File: config.mk
export PLATFORM = sky130hd
export DESIGN_NAME = fifo_uart_drain_flat
export DESIGN_NICKNAME = d
export VERILOG_FILES = /design/src/rtl/fifo_uart_drain_pkg.sv /design/src/rtl/fifo_uart_drain_if.sv /design/src/rtl/fifo_uart_drain_bit_timer.sv /design/src/rtl/fifo_uart_drain.sv /design/src/flat_wrapper.sv
export SDC_FILE = /design/constraint.sdc
export NUM_CORES = 1
export LEC_CHECK = 0
export ABC_AREA = 1
export BUFFER_PORTS_ARGS = -buffer_cell sky130_fd_sc_hd__buf_2
export CAP_MARGIN = 20
export CELL_PAD_IN_SITES_DETAIL_PLACEMENT = 0
export CELL_PAD_IN_SITES_GLOBAL_PLACEMENT = 1
export CORE_MARGIN = 1.5
export CORE_UTILIZATION = 42
export DETAILED_ROUTE_END_ITERATION = 10
export GPL_TIMING_DRIVEN = 1
export PLACE_DENSITY = 0.85
export SLEW_MARGIN = 30
export SYNTH_ARGS = -nofsm -noshare
export SYNTH_HDL_FRONTEND = slang
export SYNTH_SLANG_ARGS = --single-unit
File: constraint.sdc
create_clock -name read_clock -period 1.75 [get_ports read_clock]
set_clock_uncertainty 0.05 [all_clocks]
set_input_delay 0.175 -clock read_clock [delete_from_list [all_inputs] [get_ports read_clock]]
set_output_delay 0.175 -clock read_clock [all_outputs]
set_load 0.005 [all_outputs]
File: src/rtl/fifo_uart_drain_pkg.sv
// rtl/fifo_uart_drain_pkg.sv - shared state type and sizing helpers for the FIFO UART drain
package fifo_uart_pkg;

  typedef enum logic [2:0] {
    IDLE,
    SETTLE,
    HIGH,
    START,
    DATA,
    STOP
  } drain_state_t;

  localparam int DEFAULT_DATA_WIDTH     = 4;
  localparam int DEFAULT_CLOCKS_PER_BIT = 16;
  localparam int FRAME_BITS             = 2 * DEFAULT_DATA_WIDTH;
  localparam int BIT_COUNTER_WIDTH      = $clog2(DEFAULT_CLOCKS_PER_BIT);

  function automatic int frame_bits(input int data_width);
    return 2 * data_width;
  endfunction

  // Never let a counter collapse to zero width for the smallest legal divisors.
  function automatic int counter_width(input int terminal_count);
    return (terminal_count > 2) ? $clog2(terminal_count) : 1;
  endfunction

endpackage

File: src/rtl/fifo_uart_drain_if.sv
// rtl/fifo_uart_drain_if.sv - FIFO read-port bundle between the FIFO and its UART drain
interface fifo_uart_drain_if #(
  parameter int DATA_WIDTH = 4
);
  logic                  empty;
  logic [DATA_WIDTH-1:0] read_data;
  logic                  read_increment;

  modport master (
    output empty,
    output read_data,
    input  read_increment
  );

  modport slave (
    input  empty,
    input  read_data,
    output read_increment
  );
endinterface

File: src/rtl/fifo_uart_drain_bit_timer.sv
// rtl/fifo_uart_drain_bit_timer.sv - UART bit-period counter, restarted on every FSM state entry
module bit_timer
  import fifo_uart_pkg::*;
#(
  parameter int CLOCKS_PER_BIT = DEFAULT_CLOCKS_PER_BIT
) (
  input  logic read_clock,
  input  logic read_reset,
  input  logic clear,
  output logic bit_done
);

  localparam int CW = counter_width(CLOCKS_PER_BIT);
  localparam logic [CW-1:0] LAST = CW'(CLOCKS_PER_BIT - 1);

  logic [CW-1:0] count_q, count_d;

  assign bit_done = (count_q == LAST);

  always_comb begin
    count_d = count_q + 1'b1;
    if (clear || bit_done) begin
      count_d = '0;
    end
  end

  always_ff @(posedge read_clock or posedge read_reset) begin
    if (read_reset) begin
      count_q <= '0;
    end else begin
      count_q <= count_d;
    end
  end

endmodule

File: src/rtl/fifo_uart_drain.sv
// rtl/fifo_uart_drain.sv - pops two FIFO words per byte and sends it as an 8N1 frame, LSB first
module fifo_uart_drain
  import fifo_uart_pkg::*;
#(
  parameter int DATA_WIDTH     = DEFAULT_DATA_WIDTH,
  parameter int CLOCKS_PER_BIT = DEFAULT_CLOCKS_PER_BIT
) (
  input  logic                    read_clock,
  input  logic                    read_reset,
  input  logic                    enable,
  fifo_uart_drain_if.slave        fifo,
  output logic                    tx,
  output logic                    busy,
  output logic [7:0]              frame_count
);

  localparam int FRAME_W = frame_bits(DATA_WIDTH);
  localparam int IDX_W   = counter_width(FRAME_W);
  localparam logic [IDX_W-1:0] LAST_IDX = IDX_W'(FRAME_W - 1);

  drain_state_t       state_q, state_d;
  logic [FRAME_W-1:0] data_q, data_d;
  logic [IDX_W-1:0]   idx_q, idx_d;
  logic               tx_q, tx_d;
  logic [7:0]         count_q, count_d;
  logic               bit_done;
  logic               pop;
  logic               timer_clear;

  assign pop = !read_reset && !fifo.empty && ((state_q == IDLE && enable) || state_q == HIGH);

  assign fifo.read_increment = pop;
  assign tx                  = tx_q;
  assign busy                = (state_q != IDLE);
  assign frame_count         = count_q;
  assign timer_clear         = (state_d != state_q);

  bit_timer #(
    .CLOCKS_PER_BIT(CLOCKS_PER_BIT)
  ) u_bit_timer (
    .read_clock(read_clock),
    .read_reset(read_reset),
    .clear     (timer_clear),
    .bit_done  (bit_done)
  );

  always_comb begin
    state_d = state_q;
    data_d  = data_q;
    idx_d   = idx_q;
    tx_d    = tx_q;
    count_d = count_q;
    case (state_q)
      IDLE: begin
        if (pop) begin
          data_d[DATA_WIDTH-1:0] = fifo.read_data;
          state_d                = SETTLE;
        end
      end
      // One dead cycle so the FIFO can refresh empty after the low-word pop.
      SETTLE: state_d = HIGH;
      HIGH: begin
        if (pop) begin
          data_d[FRAME_W-1:DATA_WIDTH] = fifo.read_data;
          state_d                      = START;
          tx_d                         = 1'b0;
        end
      end
      START: begin
        if (bit_done) begin
          state_d = DATA;
          idx_d   = '0;
          tx_d    = data_q[0];
        end
      end
      DATA: begin
        if (bit_done) begin
          if (idx_q == LAST_IDX) begin
            state_d = STOP;
            tx_d    = 1'b1;
          end else begin
            idx_d = idx_q + 1'b1;
            tx_d  = data_q[idx_q + 1'b1];
          end
        end
      end
      STOP: begin
        if (bit_done) begin
          state_d = IDLE;
          count_d = count_q + 8'd1;
        end
      end
      default: begin
        state_d = IDLE;
        tx_d    = 1'b1;
      end
    endcase
  end

  always_ff @(posedge read_clock or posedge read_reset) begin
    if (read_reset) begin
      state_q <= IDLE;
      data_q  <= '0;
      idx_q   <= '0;
      tx_q    <= 1'b1;
      count_q <= '0;
    end else begin
      state_q <= state_d;
      data_q  <= data_d;
      idx_q   <= idx_d;
      tx_q    <= tx_d;
      count_q <= count_d;
    end
  end

endmodule

File: src/flat_wrapper.sv
// flat-port wrapper written by rule: the top's interface ports become plain ports
module fifo_uart_drain_flat import fifo_uart_pkg::*;
#(
  parameter int DATA_WIDTH     = DEFAULT_DATA_WIDTH,
  parameter int CLOCKS_PER_BIT = DEFAULT_CLOCKS_PER_BIT
)
  (read_clock, read_reset, enable, tx, busy, frame_count, fifo_empty, fifo_read_data, fifo_read_increment);
  fifo_uart_drain_if #(.DATA_WIDTH(DATA_WIDTH)) fifo_i ();
  input  logic read_clock;
  input  logic read_reset;
  input  logic enable;
  output logic tx;
  output logic busy;
  output logic [7:0] frame_count;
  input wire logic [$bits(fifo_i.empty)-1:0] fifo_empty;
  input wire logic [$bits(fifo_i.read_data)-1:0] fifo_read_data;
  output wire logic [$bits(fifo_i.read_increment)-1:0] fifo_read_increment;
  assign fifo_i.empty = fifo_empty;
  assign fifo_i.read_data = fifo_read_data;
  assign fifo_read_increment = fifo_i.read_increment;
  fifo_uart_drain #(.DATA_WIDTH(DATA_WIDTH), .CLOCKS_PER_BIT(CLOCKS_PER_BIT)) u_core (.read_clock(read_clock), .read_reset(read_reset), .enable(enable), .fifo(fifo_i), .tx(tx), .busy(busy), .frame_count(frame_count));
endmodule
==> results of run 1 <==
==> cell usage in the layout (no fill, tap or decap), drive strengths merged <==
master / count
o22ai: 2
clkinvlp: 1
or3b: 1
nor2: 20
ha: 4
a31oi: 1
nor3: 2
inv: 21
dfrtp: 26
o21ai: 13
dlygate4sd3: 1
xor2: 3
clkbuf: 3
nand4: 2
dfstp: 1
nand3: 16
xnor2: 5
nand3b: 1
buf: 20
nand2: 40
a21oi: 4
==> sequential cells by signal, indices dropped and copies added (netlist names) <==
name                        cells
u_core.state_q                  3
u_core.data_q                   8
u_core.idx_q                    3
u_core.frame_count              8
u_core.u_bit_timer.count_q      4
u_core.tx                       1
==> repair_timing <==
action / 4_1_cts / 5_1_grt
hold buffers: 1 / 0
setup buffers: 0 / 1
endpoints found under the hold margin: 26 / 0
gates resized for setup: 0 / 3
endpoints found under the setup margin: 0 / 4
==> kinds of logic after synthesis <==
logic type,share of synthesized area [%]
AOI/OAI and AO/OA,7.42
xor gates and xnor gates,5.01
adders and majority gates,3.58
buffers and inverters,5.63
DFF,48.4
and+or+nand+nor,30.0
==> layer usage <==
metal	GRT usage [%]	vias up	wire (microns)
met5	0	-	0
met4	5.59	0	37
met3	2.99	7	102
met2	26.7	21	1220
met1	23.1	532	1290
li1	-	571	-
==> power by group <==
part	internal [uW]	switching [uW]
logic	221	302
clock network	87.6	199
registers	783	137
total	1090	637
==> path summary, 6_finish.rpt <==
kind / startpoint / depth (start not counted) / to
worst max register to register: u_core.u_bit_timer.count_q[0] / 9 / u_core.u_bit_timer.count_q[0]
max in group asynchronous: read_reset / 4 / u_core.tx
worst min register to register: u_core.frame_count[7] / 1 / u_core.frame_count[7]
worst min-delay path: fifo_read_data[2] / 3 / u_core.data_q[6]
worst max-delay path: u_core.state_q[2] / 4 / fifo_read_increment
min in group asynchronous: read_reset / 4 / u_core.frame_count[3]
==> worst max-delay path: stages, from the launching register on <==
cell and delay (ns):
dfrtp_1 0.50, nor2_2 0.23, nand2_1 0.07, nor2_1 0.13, buf_2 0.13
==> cell type report <==
class,count,share of cell area [%]
flip-flops and latches,27,41.9
multi-input cells,114,40.9
repair buffers,21,7.12
inverters,21,4.88
well taps,44,3.41
clock buffers,3,1.39
clock inverters,1,0.464
==> metrics by stage <==
| stage | hold slack [ns] | worst slack (ns) | cells | power (uW) |
|---|---|---|---|---|
| global placement | 0.209 | 0.197 | 225 | 1420 |
| detailed placement | 0.213 | 0.155 | 225 | 1430 |
| floorplan | 0.177 | 0.317 | 162 | 1290 |
| global route | 0.0303 | 0.0313 | 231 | 1880 |
| finish | 0.0286 | 0.140 | 231 | 1730 |
| CTS | 0.0207 | 0.116 | 230 | 1730 |
==> results.yml, run 1 <==
logic_synthesis:
  yosysMostFrequentCell: "nand2_1"
  synth_area_sq_mm: 0.00140
  synthTopCellsByCount: "37 x nand2_1, 26 x dfrtp_1, 18 x inv_1"
  synth_edf_count: 0
  yosys.area.top_type: "dfrtp_1"
  syn_inst: 162
  synth_cell_types: 24
  ys_seq_elements: 27
  synth_area_leaders: "dfrtp_1 47%, nand2_1 9.9%, inv_1 4.8%, o21ai_0 4.7%, nand3_1 4.3%"
  synth_nets: 174
  yosys_warnings: 0
  synthArstFlopShare_pct: 100
  avgSynthCellArea_sq_um: 8.63
  ys.flop_type: "dfrtp_1"
  ys_seq_area_share_pct: 48.4
  synth_top_area_share_pct: 46.5
clock_network:
  tritoncts: "built"
  cts_buffers: 3
  path_clk_slew_ns: 0.16
  clockBufferDepth: 2
  root_buffer: "clkbuf_4"
  clock_latency_ns: 0.33
  clock-sinks: 27
  cts_max_level: 1
setup_path:
  endpoint_kind: "output port"
  cp.arrival_ns: 1.39
  startpoint_type: "register"
  cp_max_fo: 7
  worstSetupPathType: "reg -> out"
  required_ns: 1.52
  r2r_setup_slack_ns: 0.21
timing:
  hold_violations: 0
  period_minus_slack_ns: 1.61
  clock.fmax_ghz: 0.621
  slew_headroom_pct: 76.2
  rsz0062_at_grt: "no"
  finalSetupTns_ns: 0
  finalSetupViolCount: 0
  slew_violations: 0
  period_share_pct: 92.0
  tightest_slew_ns: 0.356
floorplanning:
  die_width_microns: 60.7
  core_area_sq_mm: 0.00310
  die-height_microns: 60.7
  die_area_sq_mm: 0.00369
  start_util_pct: 45.1
  ios: 19
  rows: 20
layout:
  multiInputGateArea_sq_um: 661
  drive_gt1_share_pct: 23.0
  final_nets: 200
  antenna_cells: 0
  design_area_sq_mm: 0.00162
  area_growth_pct: 15.6
  layout.area.seq_sq_um: 677
  fillers: 323
  final_util_pct: 52.1
detailed_routing:
  routedWlPerCell_microns: 11.5
  drt_iter0_drc: 30
  drc: 0
  viasPerCell: 4.90
  ant_nets: 0
  wirelength_microns: 2650
  vias: 1131
  firstDrtPassIters: 4
outcome:
  status: "complete, no violations"
place:
  numPortBuffers: 18
  dpl.hpwl_microns: 1990
  post_dp_cell_area_sq_mm: 0.00155
  place.gp.congestion: 0.960
grt:
  antenna_found_initial: 0
  grt_pass1_wl_microns: 4640
  grt_max_degree: 28
  grt_overflow_total: 0
  grt_use_total_pct: 16.7
  grt_pass1_vias: 1087
min_path:
  hp-class: "in -> reg"
job:
  drv_cap: 0
pwr:
  p_leak_uw: 0.000826
  power_density_mw_per_mm2: 1070
  ir_drop_uv: 716
(Power assumes the default switching activity.)
==> inputs of run 2 (changes only) <==
Settings changed: CELL_PAD_IN_SITES_DETAIL_PLACEMENT 0 to unset, CELL_PAD_IN_SITES_GLOBAL_PLACEMENT 1 to unset, CORE_UTILIZATION 42 to 50, PLACE_DENSITY 0.85 to 0.79.
==> run 2 against run 1 <==
Global-route usage up 1.8 points. Fmax decreased by 1.2%. Flip-flop and latch count unchanged. Clock power fell by 6%. Sequential share of layout area increased by 1.2 points. Count of clock-buffer cells in the layout increased by 1. Routed wire length down 0.15%. Final area fell by 2.7%. Sequential power fell by 0.4%. Die area shrank 15%. Combinational power shrank 2%. Largest power group unchanged. Highest routed layer unchanged.
==> results.yml, run 2 (synthesis gave the netlist of run 1 again) <==
outcome:
  status: "complete, no violations"
clock_network:
  cts_max_level: 1
  tritoncts: "built"
  clock_latency_ns: 0.32
  clockBufferDepth: 2
  root_buffer: "clkbuf_4"
  clock-sinks: 27
  cts_setup_buffers: 0
  cts_buffers: 3
  path_clk_slew_ns: 0.14
timing:
  clock.fmax_ghz: 0.614
  rsz0062_at_grt: "no"
  hold_violations: 0
  tightest_slew_ns: 0.485
  finalSetupTns_ns: 0
  slew_violations: 0
  finalSetupViolCount: 0
  period_share_pct: 93.1
  period_minus_slack_ns: 1.63
  setup_ws_ns: 0.121
  slew_headroom_pct: 67.6
setup_path:
  crit_path_end: "fifo_read_increment"
  required_ns: 1.52
  slowest_stage: "dfrtp_1"
  cp_max_fo: 7
  cp-startpoint: "u_core.state_q[2]"
  endpoint_kind: "output port"
  startpoint_type: "register"
  r2r-end: "u_core.idx_q[0]"
  cp_cell_sequence: "nor2_2 -> nand2_1 -> nor2_1 -> buf_2"
  critPathMaxStageDelay_ns: 0.50
  worstSetupPathType: "reg -> out"
  rr_worst_depth: 6
  r2r_start: "u_core.idx_q[0]"
  r2r_setup_slack_ns: 0.17
  cp.arrival_ns: 1.40
grt:
  antenna_found_initial: 0
  grtUsageMet2_pct: 31.6
  grt_overflow_total: 0
  met1_usage_pct: 24.4
  grt.busiest_layer: "met2"
  grt_pass1_vias: 1100
  grt_use_total_pct: 18.6
  grt_max_degree: 16
  grt_use_met3_pct: 2.33
  grt_pass1_wl_microns: 4670
min_path:
  hp-class: "in -> reg"
  worstHoldPathCells: 3
floorplanning:
  core_area_sq_mm: 0.00257
  die_area_sq_mm: 0.00312
  ios: 19
  rows: 18
  die-height_microns: 55.9
  start_util_pct: 54.5
  die_width_microns: 55.9
pwr:
  p_clk_share_pct: 15.8
  p_leak_uw: 0.000820
  p_seq_share_pct: 54.0
  p_switching_uw: 611
  ir_drop_uv: 638
  p_int_uw: 1080
  power.share.combinational_pct: 30.2
  power_density_mw_per_mm2: 1080
  p_sw_share_pct: 36.1
layout:
  drive_gt1_share_pct: 22.0
  mostFrequentLayoutCell: "nand2_1"
  area_growth_pct: 12.4
  antenna_cells: 0
  layout_common_cells: "37 x nand2_1, 26 x dfrtp_1, 18 x inv_1, 18 x buf_2, 14 x nor2_1"
  final_nets: 199
  design_area_sq_mm: 0.00157
place:
  pre_cts_ws_ns: 0.157
  dpl.hpwl_microns: 2050
  numPortBuffers: 18
  place.gp.congestion: 0.833
  post_dp_cell_area_sq_mm: 0.00153
detailed_routing:
  wirelength_microns: 2650
  firstDrtPassIters: 4
  drc: 0
  vias: 1125
  drt_iter0_drc: 34
  viasPerCell: 5.21
  ant_nets: 0
  routedWlPerCell_microns: 12.3
job:
  drv_cap: 0
-- run 2: worst min-delay path by stage --
stage               slack, ns                 to              start
finish                   0.05   u_core.data_q[3]  fifo_read_data[3]
global route             0.05   u_core.data_q[0]  fifo_read_data[0]
CTS                      0.04   u_core.data_q[3]  fifo_read_data[3]
detailed placement       0.19  u_core.state_q[1]         read_reset
global placement         0.17  u_core.state_q[1]         read_reset
floorplan                0.18   u_core.data_q[0]         read_reset
-- run 2: area by class of cell --
class / count / area (sq um)
Clock buffer: 4 / 26.3
Fill cell: 232 / 995
Inverter: 21 / 78.8
Multi-Input combinational cell: 114 / 646
Sequential cell: 27 / 677
Tap cell: 30 / 37.5
Timing Repair Buffer: 20 / 108
-- run 2: repair_timing --
| item | in CTS | in global routing |
|---|---|---|
| hold buffers | 1 | 0 |
| resized for setup | 0 | 1 |
| setup endpoints to repair | 0 | 4 |
| hold endpoints to repair | 11 | 0 |
-- run 2: critical path: cells and delay by family (launching register included) --
| kind | cells | cell delay [ns] |
|---|---|---|
| flip-flops | 1 | 0.50 |
| AND/OR/NAND/NOR | 3 | 0.44 |
| buffers and inverters | 1 | 0.14 |
-- run 2: layer usage --
metal,part of all wire [%],routed length [microns]
met4,0.76,20
met1,48,1280
met5,0,0
met2,47,1260
met3,3.5,92
-- run 2: through the flow --
stage / power [uW] / std cells / hold slack [ns] / util [%]
floorplan: 1290 / 162 / 0.177 / -
global placement: 1400 / 211 / 0.174 / 59.7
detailed placement: 1440 / 211 / 0.189 / 59.7
CTS: 1710 / 216 / 0.0445 / 61.2
global route: 1830 / 216 / 0.0516 / 61.3
finish: 1690 / 216 / 0.0529 / 61.3
-- run 2: power groups by stage --
stage | combinational (uW) | clock, uW | sequential [uW]
after global routing | 602 | 297 | 932
final | 512 | 268 | 915
after floorplan | 395 | 0 | 891
after detailed placement | 512 | 0 | 925
after CTS | 517 | 277 | 911
after global placement | 487 | 0 | 914
==> inputs of run 3 (changes only) <==
Clock period 1.75 ns to 1.7 ns, I/O delays scaled along.
==> run 3 against run 2 <==
Sequential power up 3.0%. Final area up 1.2%. Cell count up 0.93%. Count of clock-buffer cells in the layout unchanged.
==> results.yml, run 3 (synthesis gave the netlist of run 1 again) <==
timing:
  finalSetupViolCount: 0
  slew_headroom_pct: 77.1
  clock.fmax_ghz: 0.621
  hold_violations: 0
  tightest_slew_ns: 0.342
  rsz0062_at_grt: "yes"
  setup_ws_ns: 0.0905
  period_minus_slack_ns: 1.61
  slew_violations: 0
  finalSetupTns_ns: 0
  period_share_pct: 94.7
floorplanning:
  core_area_sq_mm: 0.00257
  die_area_sq_mm: 0.00312
  ios: 19
  rows: 18
  die-height_microns: 55.9
  die_width_microns: 55.9
  start_util_pct: 54.5
place:
  dpl.hpwl_microns: 2070
  numPortBuffers: 18
  pre_cts_ws_ns: 0.0881
  place.gp.congestion: 0.826
detailed_routing:
  drt_iter0_drc: 27
  routedWlPerCell_microns: 12.5
  vias: 1153
  firstDrtPassIters: 4
  drc: 0
  ant_nets: 0
  wirelength_microns: 2720
  viasPerCell: 5.29
grt:
  antenna_found_initial: 0
  grt_use_total_pct: 19.2
  grt_pass1_vias: 1089
  grt_max_degree: 28
  grt_pass1_wl_microns: 4730
  grt_overflow_total: 0
job:
  drv_cap: 0
setup_path:
  slowest_stage: "dfrtp_1"
  crit_family: "flip-flops"
  cp.arrival_ns: 1.39
  required_ns: 1.48
  path_buf_inv: 1
  r2r_setup_slack_ns: 0.11
  startpoint_type: "register"
  critPathMaxStageDelay_ns: 0.49
  cp_cell_sequence: "nor2_2 -> nand2_1 -> nor2_1 -> buf_2"
  cp_max_fo: 7
  endpoint_kind: "output port"
  worstSetupPathType: "reg -> out"
pwr:
  power_density_mw_per_mm2: 1120
  p_switching_uw: 644
  power.share.combinational_pct: 31.5
  p_int_uw: 1130
  p_seq_share_pct: 53.0
  p_leak_uw: 0.000831
  finalPower_uw: 1780
  p_clk_share_pct: 15.5
  ir_drop_uv: 957
  p_sw_share_pct: 36.2
clock_network:
  root_buffer: "clkbuf_4"
  cts_max_level: 1
  clockBufferDepth: 2
  tritoncts: "built"
  cts_buffers: 3
  clock_latency_ns: 0.32
  clock-sinks: 27
  path_clk_slew_ns: 0.14
layout:
  area_growth_pct: 13.8
  antenna_cells: 0
  drive_gt1_share_pct: 23.4
  layout_common_cells: "37 x nand2_1, 26 x dfrtp_1, 18 x inv_1, 18 x buf_2, 14 x nor2_1"
  fillers: 234
  mostFrequentLayoutCell: "nand2_1"
  final_nets: 201
  multiInputGateArea_sq_um: 649
  layout.area.seq_sq_um: 677
min_path:
  hp-class: "in -> reg"
outcome:
  status: "complete, no violations"
[run 3: changes by cell type in the layout (fill, tap and decap cells not counted)]
cell / change
buf_4: +2
a21oi_1: -1
a21oi_2: +1
[run 3: cell type report]
type / count / share of cell area, %
multi-input combinational: 114 / 40.8
inverter: 21 / 4.95
clock buffer: 4 / 1.65
sequential: 27 / 42.5
tap: 30 / 2.36
timing repair buffer: 22 / 7.70
[run 3: repair_timing]
| action | in CTS | in global routing |
|---|---|---|
| endpoints found under the setup margin | 0 | 6 |
| hold buffers | 1 | 0 |
| setup buffers | 0 | 2 |
| hold endpoints to repair | 26 | 0 |
| resized for setup | 0 | 2 |
[run 3: through the flow]
| step | hold slack (ns) | std cells | instance area, sq um | utilization, % |
|---|---|---|---|---|
| after floorplan | 0.172 | 162 | 1400 | - |
| after global placement | 0.207 | 211 | 1530 | 59.7 |
| after detailed placement | 0.209 | 211 | 1530 | 59.7 |
| after CTS | 0.0319 | 216 | 1570 | 61.2 |
| after global routing | 0.0495 | 218 | 1590 | 62.0 |
| final | 0.0445 | 218 | 1590 | 62.0 |
[run 3: power by group through the flow]
stage / combinational (uW) / sequential [uW] / clock [uW]
2_1_floorplan: 407 / 917 / 0
4_1_cts: 535 / 939 / 286
3_5_place_dp: 531 / 953 / 0
3_3_place_gp: 504 / 941 / 0
6_report: 559 / 942 / 276
5_1_grt: 653 / 959 / 307
[run 3: worst paths after layout]
path	start	endpoint	cells after the start
max in group asynchronous	read_reset	u_core.tx	4
min in group asynchronous	read_reset	u_core.data_q[7]	4
setup reg to reg	u_core.idx_q[0]	u_core.tx	8
setup / recovery	u_core.state_q[2]	fifo_read_increment	4
hold / removal	fifo_read_data[2]	u_core.data_q[6]	3
hold reg to reg	u_core.frame_count[7]	u_core.frame_count[7]	1
[run 3: worst reg2reg max path, stage by stage (launching register included)]
cell,delay (ns)
dfrtp_1,0.44
ha_1,0.21
ha_1,0.32
inv_1,0.09
nand3_1,0.09
nand3_1,0.07
nand3_1,0.08
nand2_1,0.06
a21oi_2,0.13
[run 3: per-layer routing]
metal  routed length [microns]  up-vias  track usage [%]
met2                      1300       37             31.0
li1                          -      573                -
met4                        60        0             8.84
met3                       145        6             2.79
met5                         0        -                0
met1                      1210      537             25.6
